--- config.mk ---
export PLATFORM = sky130hd
export DESIGN_NAME = mem_access_stage
export DESIGN_NICKNAME = d
export VERILOG_FILES = /design/src/rtl/mem_access_stage.sv
export SDC_FILE = /design/constraint.sdc
export NUM_CORES = 1
export LEC_CHECK = 0
export ABC_AREA = 0
export CAP_MARGIN = 40
export CORE_MARGIN = 5
export CORE_UTILIZATION = 44
export CTS_BUF_LIST = sky130_fd_sc_hd__clkbuf_4 sky130_fd_sc_hd__clkbuf_8 sky130_fd_sc_hd__clkbuf_16
export CTS_CLUSTER_SIZE = 25
export DETAILED_ROUTE_END_ITERATION = 12
export PLACE_DENSITY = 0.81
export SLEW_MARGIN = 20
export SYNTH_ARGS = -nofsm -noshare
export SYNTH_HDL_FRONTEND = slang
export SYNTH_SLANG_ARGS = --single-unit
--- constraint.sdc ---
create_clock -name clk -period 2.6 [get_ports clk]
set_clock_uncertainty 0.2 [all_clocks]
set_input_delay 0.78 -clock clk [delete_from_list [all_inputs] [get_ports clk]]
set_output_delay 0.78 -clock clk [all_outputs]
set_load 0.1 [all_outputs]
--- src/rtl/mem_access_stage.sv ---
// mem_access_stage: MEM-stage load/store unit with a req/ack data-memory port,
// load alignment and extension, misalignment detection and a bus timeout.
module mem_access_stage #(
    parameter int ADDR_W  = 30,
    parameter int TIMEOUT = 16
) (
    input  logic              clk,
    input  logic              rst,
    input  logic [31:0]       alu_out_M,
    input  logic [31:0]       wd_dm_M,
    input  logic              we_dm_M,
    input  logic              dm2reg_M,
    input  logic [1:0]        mem_size_M,
    input  logic              mem_unsigned_M,
    input  logic [31:0]       dm_rdata,
    input  logic              dm_ack,
    output logic              dm_req,
    output logic              dm_we,
    output logic [ADDR_W-1:0] dm_addr,
    output logic [3:0]        dm_be,
    output logic [31:0]       dm_wdata,
    output logic [31:0]       rd_dm,
    output logic              stall_M,
    output logic              misalign,
    output logic              bus_err
);
    localparam int TW = $clog2(TIMEOUT + 1);
    localparam logic [TW-1:0] TMO_LAST = TW'(TIMEOUT - 1);

    typedef enum logic [1:0] {
        IDLE,
        REQ,
        DONE
    } state_t;

    state_t        state;
    logic [TW-1:0] tmo;
    logic [1:0]    size_q;
    logic [1:0]    lane_q;
    logic          uns_q;

    logic [1:0]    lane;
    logic          any_op;
    logic          access;
    logic [3:0]    be_n;
    logic [31:0]   wdata_n;
    logic [7:0]    byte_sel;
    logic [15:0]   half_sel;
    logic [31:0]   load_v;

    assign lane   = alu_out_M[1:0];
    assign any_op = we_dm_M | dm2reg_M;
    assign misalign = any_op &
        (((mem_size_M == 2'b01) & lane[0]) |
         (mem_size_M[1] & (lane != 2'b00)));
    assign access = any_op & ~misalign;

    always_comb begin
        stall_M = 1'b0;
        unique case (state)
            IDLE:    stall_M = access;
            REQ:     stall_M = 1'b1;
            default: stall_M = 1'b0;
        endcase
    end

    always_comb begin
        be_n    = 4'b1111;
        wdata_n = wd_dm_M;
        unique case (1'b1)
            (mem_size_M == 2'b00): begin
                be_n    = 4'b0001 << lane;
                wdata_n = {4{wd_dm_M[7:0]}};
            end
            (mem_size_M == 2'b01): begin
                be_n    = lane[1] ? 4'b1100 : 4'b0011;
                wdata_n = {2{wd_dm_M[15:0]}};
            end
            default: ;
        endcase
    end

    // Lane selection uses the offset latched at request time
    assign byte_sel = dm_rdata[{lane_q, 3'b000} +: 8];
    assign half_sel = dm_rdata[{lane_q[1], 4'b0000} +: 16];

    always_comb begin
        load_v = dm_rdata;
        unique case (1'b1)
            (size_q == 2'b00):
                load_v = {{24{~uns_q & byte_sel[7]}}, byte_sel};
            (size_q == 2'b01):
                load_v = {{16{~uns_q & half_sel[15]}}, half_sel};
            default: ;
        endcase
    end

    always_ff @(posedge clk or negedge rst) begin
        if (!rst) begin
            state    <= IDLE;
            tmo      <= '0;
            dm_req   <= 1'b0;
            dm_we    <= 1'b0;
            dm_addr  <= '0;
            dm_be    <= '0;
            dm_wdata <= '0;
            rd_dm    <= '0;
            bus_err  <= 1'b0;
            size_q   <= '0;
            lane_q   <= '0;
            uns_q    <= 1'b0;
        end else begin
            bus_err <= 1'b0;
            unique case (state)
                IDLE: begin
                    if (access) begin
                        state    <= REQ;
                        tmo      <= '0;
                        dm_req   <= 1'b1;
                        dm_we    <= we_dm_M;
                        dm_addr  <= alu_out_M[ADDR_W+1:2];
                        dm_be    <= be_n;
                        dm_wdata <= wdata_n;
                        size_q   <= mem_size_M;
                        lane_q   <= lane;
                        uns_q    <= mem_unsigned_M;
                    end
                end
                REQ: begin
                    tmo <= tmo + 1'b1;
                    if (dm_ack) begin
                        state  <= DONE;
                        dm_req <= 1'b0;
                        dm_we  <= 1'b0;
                        rd_dm  <= dm_we ? '0 : load_v;
                    end else if (tmo == TMO_LAST) begin
                        state   <= DONE;
                        dm_req  <= 1'b0;
                        dm_we   <= 1'b0;
                        bus_err <= 1'b1;
                        rd_dm   <= '0;
                    end
                end
                default: begin
                    state <= IDLE;
                    tmo   <= '0;
                end
            endcase
        end
    end
endmodule
==> implementation parameters, run 1 <==
Parameter                              Value

Place
  Post-place instance area ... 7340 um2
  I/O Buffers ... 206
  Pre-CTS worst setup slack ... -0.410 ns
  HPWL after detailed placement ... 11.7 mm
  Routability cong. ... 0.829

Routing
  Post-detailed-route DRC marker count ... 0
  Wire length per cell after detailed routing ... 18.6 um
  Total routed wirelength ... 15.4 mm
  Number of iterations in the first detailed-routing pass ... 4
  Starting DRT DRC Count ... 333
  Via count of the routed design ... 4462
  DR vias/cell ... 5.37
  Antenna-violating nets left ... 0

Worst setup path
  Number of cells traversed by the worst register-to-register path ... 5
  Critical R2R Capture ... rd_dm[17]
  Required time reported for the critical path endpoint ... 1.62 ns
  Endpoint kind of the worst setup timing path ... output pin
  Startpoint kind of the worst setup timing path ... input pin
  Worst endpoint data arrival time ... 1.58 ns
  Crit Reg-Reg Startpoint ... size_q[0]
  Critical path class ... input pin to output pin
  Largest fanout of any net on the critical path ... 2
  Flop-to-flop setup slack ... 0.41 ns

GRT
  Overall overflow remaining after global route ... 0
  Via count of the first global-routing pass ... 4719
  Initial antenna violation count ... 1
  Total routing resource utilization after global routing ... 22.5%
  Pin count of the biggest net entering global routing ... 48
  First-pass GRT wire length ... 25.2 mm

Logic synthesis
  Parity-gate share of the synthesized area counting xor and xnor cells ... 0.171%
  Mux share of post-synthesis cell area ... 17.2%
  Mean Syn Cell Area ... 11.5 um2
  Fraction of synthesis flops using an asynchronous set or reset pin ... 100%
  EDFF count, synth ... 0
  Share of Yosys cell area claimed by the top area cell type ... 55.1%
  Synth area leader ... dfrtp_1
  Synthesized-area fraction occupied by adder cells ... 0.488%
  Cell area after synthesis ... 5130 um2
  Post-synth cell types ... 40
  Main synth FF type ... dfrtp_1
  Portion of the post-synthesis area used by sequential elements ... 55.1%
  Yosys synthesis warning count ... 0
  Leading post-synthesis cells by cell area ... dfrtp_1 55%, mux2_2 11%, mux2i_1 6.2%
  Synthesized instance count ... 447
  Simple-gate share of the synthesized area ... 9.44%
  Main combinational cell family by area after synthesis ... multiplexers
  Area fraction in compound gates after synthesis ... 14.7%
  Number of nets produced by synthesis ... 553
  Synth Register Bits ... 113

Clock tree
  Clock tree sinks ... 113
  Clock insertion delay at the later pin of the skew report ... 0.40 ns
  TritonCTS clock tree ... done
  CTS buffer count ... 17
  Clock transition at the registers of the reported paths ... 0.05 ns
  Buffer depth of the longest clock path ... 2
  H-tree depth reported by CTS ... 4
  Root Driver ... clkbuf_16

Finish
  Final cell area excluding filler cells ... 7980 um2
  Nets ... 781
  Antenna diode count ... 0
  Share of layout cells above drive strength 1 ... 35.6%
  FILL cells ... 842
  Area Overhead vs Synth ... 55.6%
  Post-layout utilization of the core ... 69.9%

Die
  Top-level port count ... 207
  Width of the die ... 118 um
  Die ar. ... 13900 um2
  Core Region ... 11400 um2
  # rows ... 39
  Chip Height ... 118 um
  Effective utilization at floorplan ... 44.9%

STA
  Max Transition Viols Final ... 0
  Max-Slew Margin vs Limit ... 66.0%
  Worst hold-check slack ... 0.150 ns
  Period minus WS final ... 2.56 ns
  Post-route fraction of the period consumed by the critical path ... 98.5%
  Unrepaired setup endpoints after global routing ... false
  Slew at the pin closest to its max-slew limit ... 0.510 ns
  Setup violators final ... 0
  Final setup margin ... 0.0397 ns
  Highest achievable clock rate ... 0.391 GHz
  Final count of hold timing violations ... 0

Hold path
  Hold crit path type ... input pin to asynchronous set/reset pin

Run
  # Max-Cap Violations ... 0

Outcome
  Status ... completed
==> registers in the layout, indices dropped and copies added (netlist names) <==
name      cells
rd_dm        32
dm_be         4
bus_err       1
dm_we         1
size_q        2
lane_q        2
dm_wdata     32
state         2
uns_q         1
tmo           5
dm_req        1
dm_addr      30
==> worst max path at each step <==
stage | from | cells after the start | endpoint
2_1_floorplan | alu_out_M[0] | 2 | misalign
3_3_place_gp | alu_out_M[0] | 5 | stall_M
3_5_place_dp | alu_out_M[0] | 5 | stall_M
4_1_cts | mem_size_M[1] | 5 | misalign
5_1_grt | we_dm_M | 5 | stall_M
6_report | we_dm_M | 5 | stall_M
==> through the flow <==
stage	std cells	setup TNS, ns
6_report	831	0
5_1_grt	831	0
4_1_cts	831	0
3_5_place_dp	799	-11.94
3_3_place_gp	798	-11.10
2_1_floorplan	447	-0.163
==> synth_stat cells, types with 2 or more instances <==
cell type and n:
or2_2 2, buf_2 5, inv_1 5, a21oi_1 21, a22o_1 2, nand2b_1 18, nor3b_1 2, clkbuf_1 17
nor2_1 15, buf_1 5, mux2_2 50, ha_1 2, a221o_1 6, nand3_1 3, a32o_1 8, o21ai_0 59
nor2b_1 3, a221o_2 10, and2_1 8, mux2i_1 32, nand2_1 43, dfrtp_1 113
==> worst max-delay path, stage by stage <==
cell,delay (ns)
buf_2,0.11
or2_4,0.26
a31oi_4,0.19
nor2_4,0.07
buf_12,0.16
==> cell type report <==
class                   count  area [um2]  share of cell area [%]
flip-flops and latches    113        2830                    35.4
multi-input cells         300        2220                    27.8
repair buffers            238        2100                    26.3
clock buffers              19         453                    5.67
clock inverters            13         185                    2.32
well taps                 143         179                    2.24
inverters                   5        18.8                   0.235
==> routing by layer <==
metal	share of wire [%]	track usage, %	wire length, um
met5	0.045	0	7
met4	2.0	7.67	307
met3	10	9.18	1590
met2	49	37.1	7500
met1	39	26.7	6040
==> cells by family (layout without fill, tap and decap cells) <==
family	Yosys count	in the layout
compound gates	115	115
flops	113	113
fa+ha+maj	2	2
buf+inv	34	275
simple gates	100	100
mux	82	82
xor+xnor	1	1
==> cells in the final DEF, fill, tap and decap left out, types with 2 or more instances in the layout <==
cell	count
a32o_1	8
mux2_2	50
and2_1	8
buf_2	3
clkinv_2	2
clkinv_4	2
inv_1	5
nor2_1	14
clkdlybuf4s50_1	96
nand3_1	3
bufinv_16	4
ha_1	2
o21ai_0	58
buf_4	128
a221o_2	10
dfrtp_1	113
a21oi_1	21
nand2b_1	18
buf_12	7
clkbuf_2	3
nand2_1	42
clkbuf_8	2
a22o_1	2
or2_4	2
nor2b_1	3
mux2i_1	32
a221o_1	6
clkbuf_16	17
clkinvlp_4	5
==> timing repair <==
action,CTS,global route
hold buffers,0,0
gates resized for setup,24,3
setup endpoints to repair,2,2
pin swaps,5,4
setup buffers,0,0
Power of run 1 is not shown: default switching activity piles up to over one toggle a cycle in this logic, so the estimate is an artifact.
==> run 2, diff against run 1 <==
- MAX_ROUTING_LAYER: default -> met4
==> implementation parameters, run 2 (synthesis results as in run 1) <==
Parameter                              Value

Routing
  Antenna-violating nets left ... 0
  Number of iterations in the first detailed-routing pass ... 5
  Total routed wirelength ... 15.4 mm
  DR vias/cell ... 5.37
  Via count of the routed design ... 4471
  Post-detailed-route DRC marker count ... 0
  Starting DRT DRC Count ... 349
  Wire length per cell after detailed routing ... 18.5 um

GRT
  Initial antenna violation count ... 1
  Pin count of the biggest net entering global routing ... 48
  First-pass GRT wire length ... 25.1 mm
  Via count of the first global-routing pass ... 4746
  Total routing resource utilization after global routing ... 23.1%
  Overall overflow remaining after global route ... 0

Finish
  Nets ... 781
  FILL cells ... 841
  Largest regs ... dm_wdata: 32 flops, rd_dm: 32 flops, dm_addr: 30 flops
  Sequential standard cell area ... 2830 um2
  Share of layout cells above drive strength 1 ... 35.6%
  Leading cell type in the layout, fill and taps excluded ... buf_4
  Top library cells by usage in the layout, fill and taps aside ... 128 x buf_4, 113 x dfrtp_1, 96 x clkdlybuf4s50_1, 58 x o21ai_0, 50 x mux2_2
  Area Overhead vs Synth ... 55.7%
  Area of combinational cells with multiple inputs ... 2220 um2

Place
  Routability cong. ... 0.841
  I/O Buffers ... 206
  HPWL after detailed placement ... 11.7 mm

Clock tree
  Buffer depth of the longest clock path ... 2
  Clock insertion delay at the later pin of the skew report ... 0.40 ns
  H-tree depth reported by CTS ... 4
  TritonCTS clock tree ... done
  CTS buffer count ... 17
  Root Driver ... clkbuf_16
  Clock transition at the registers of the reported paths ... 0.05 ns
  Clock tree sinks ... 113

Worst setup path
  Worst endpoint data arrival time ... 1.58 ns
  Flop-to-flop setup slack ... 0.42 ns
  Startpoint kind of the worst setup timing path ... input pin
  Largest fanout of any net on the critical path ... 2
  Endpoint kind of the worst setup timing path ... output pin
  Count of buffer and inverter cells on the critical path ... 2
  Dominant delay contributor by cell family on the critical path ... simple AND/OR/NAND/NOR gates
  Highest cell delay on the worst timing path ... 0.26 ns
  Slowest cell on the critical path ... or2_4
  Crit path cell chain ... buf_2 -> or2_4 -> a31oi_4 -> nor2_4 -> buf_12
  Required time reported for the critical path endpoint ... 1.62 ns
  Critical path class ... input pin to output pin

Run
  # Max-Cap Violations ... 0

Outcome
  Status ... completed

STA
  Final count of hold timing violations ... 0
  Max Transition Viols Final ... 0
  Unrepaired setup endpoints after global routing ... false
  Highest achievable clock rate ... 0.391 GHz
  Period minus WS final ... 2.56 ns
  Post-route fraction of the period consumed by the critical path ... 98.4%
  Setup total negative slack ... 0 ns
  Setup violators final ... 0
  Slew at the pin closest to its max-slew limit ... 0.512 ns
  Max-Slew Margin vs Limit ... 65.8%

Die
  Chip Height ... 118 um
  Effective utilization at floorplan ... 44.9%
  # rows ... 39
  Width of the die ... 118 um
  Top-level port count ... 207
  Core Region ... 11400 um2
  Die ar. ... 13900 um2

Hold path
  Hold crit path type ... input pin to asynchronous set/reset pin
==> run 2: path summary, 6_finish.rpt <==
| kind | startpoint | end | cells past startpoint |
|---|---|---|---|
| setup / recovery | we_dm_M | stall_M | 5 |
| hold / removal | rst | rd_dm[30] | 1 |
| setup reg to reg | size_q[0] | rd_dm[17] | 5 |
| hold reg to reg | dm_be[3] | dm_be[3] | 2 |
| max in group asynchronous | rst | size_q[0] | 2 |
| min in group clk | dm_be[3] | dm_be[3] | 2 |
==> run 2: timing repair <==
item | CTS | global route
endpoints found under the hold margin | 0 | 0
resized for setup | 24 | 3
cloned | 0 | 0
setup buffers | 0 | 0
pin swaps | 5 | 4
hold buffers | 0 | 0
endpoints found under the setup margin | 2 | 2
==> run 2: cell type report <==
| type | instances | area share, % |
|---|---|---|
| diodes | 1 | 0.0313 |
| clock buffers | 19 | 5.67 |
| clock inverters | 13 | 2.32 |
| inverters | 5 | 0.235 |
| multi-input cells | 300 | 27.7 |
| flip-flops and latches | 113 | 35.4 |
| well taps | 143 | 2.24 |
| repair buffers | 238 | 26.3 |
==> run 2: worst reg2reg max path: stages, from the launching register on <==
cell and delay [ns]:
dfrtp_1 0.54, or3_1 0.47, or2_4 0.25, a2111oi_4 0.34, buf_12 0.19, a221o_1 0.13
==> run 2: through the flow <==
| stage | util [%] | instances | area, um2 | setup WS, ns | hold WS (ns) |
|---|---|---|---|---|---|
| 2_1_floorplan | - | 447 | 5140 | -0.156 | 0.250 |
| 3_3_place_gp | 64.2 | 798 | 7330 | -0.387 | 0.259 |
| 3_5_place_dp | 64.2 | 799 | 7340 | -0.410 | 0.273 |
| 4_1_cts | 70.0 | 831 | 8000 | 0.00386 | 0.156 |
| 5_1_grt | 69.9 | 832 | 7990 | 0.0141 | 0.182 |
| 6_report | 69.9 | 832 | 7990 | 0.0407 | 0.151 |
==> run 2: layer usage <==
metal  track usage, %  share of wire, %  wire length (um)
met1             27.4                39              6040
met2             37.1                49              7560
met3             7.69               9.8              1510
met4             7.67               1.9               298
met5                -                 0                 0
Power of run 2 is left out for the same reason.
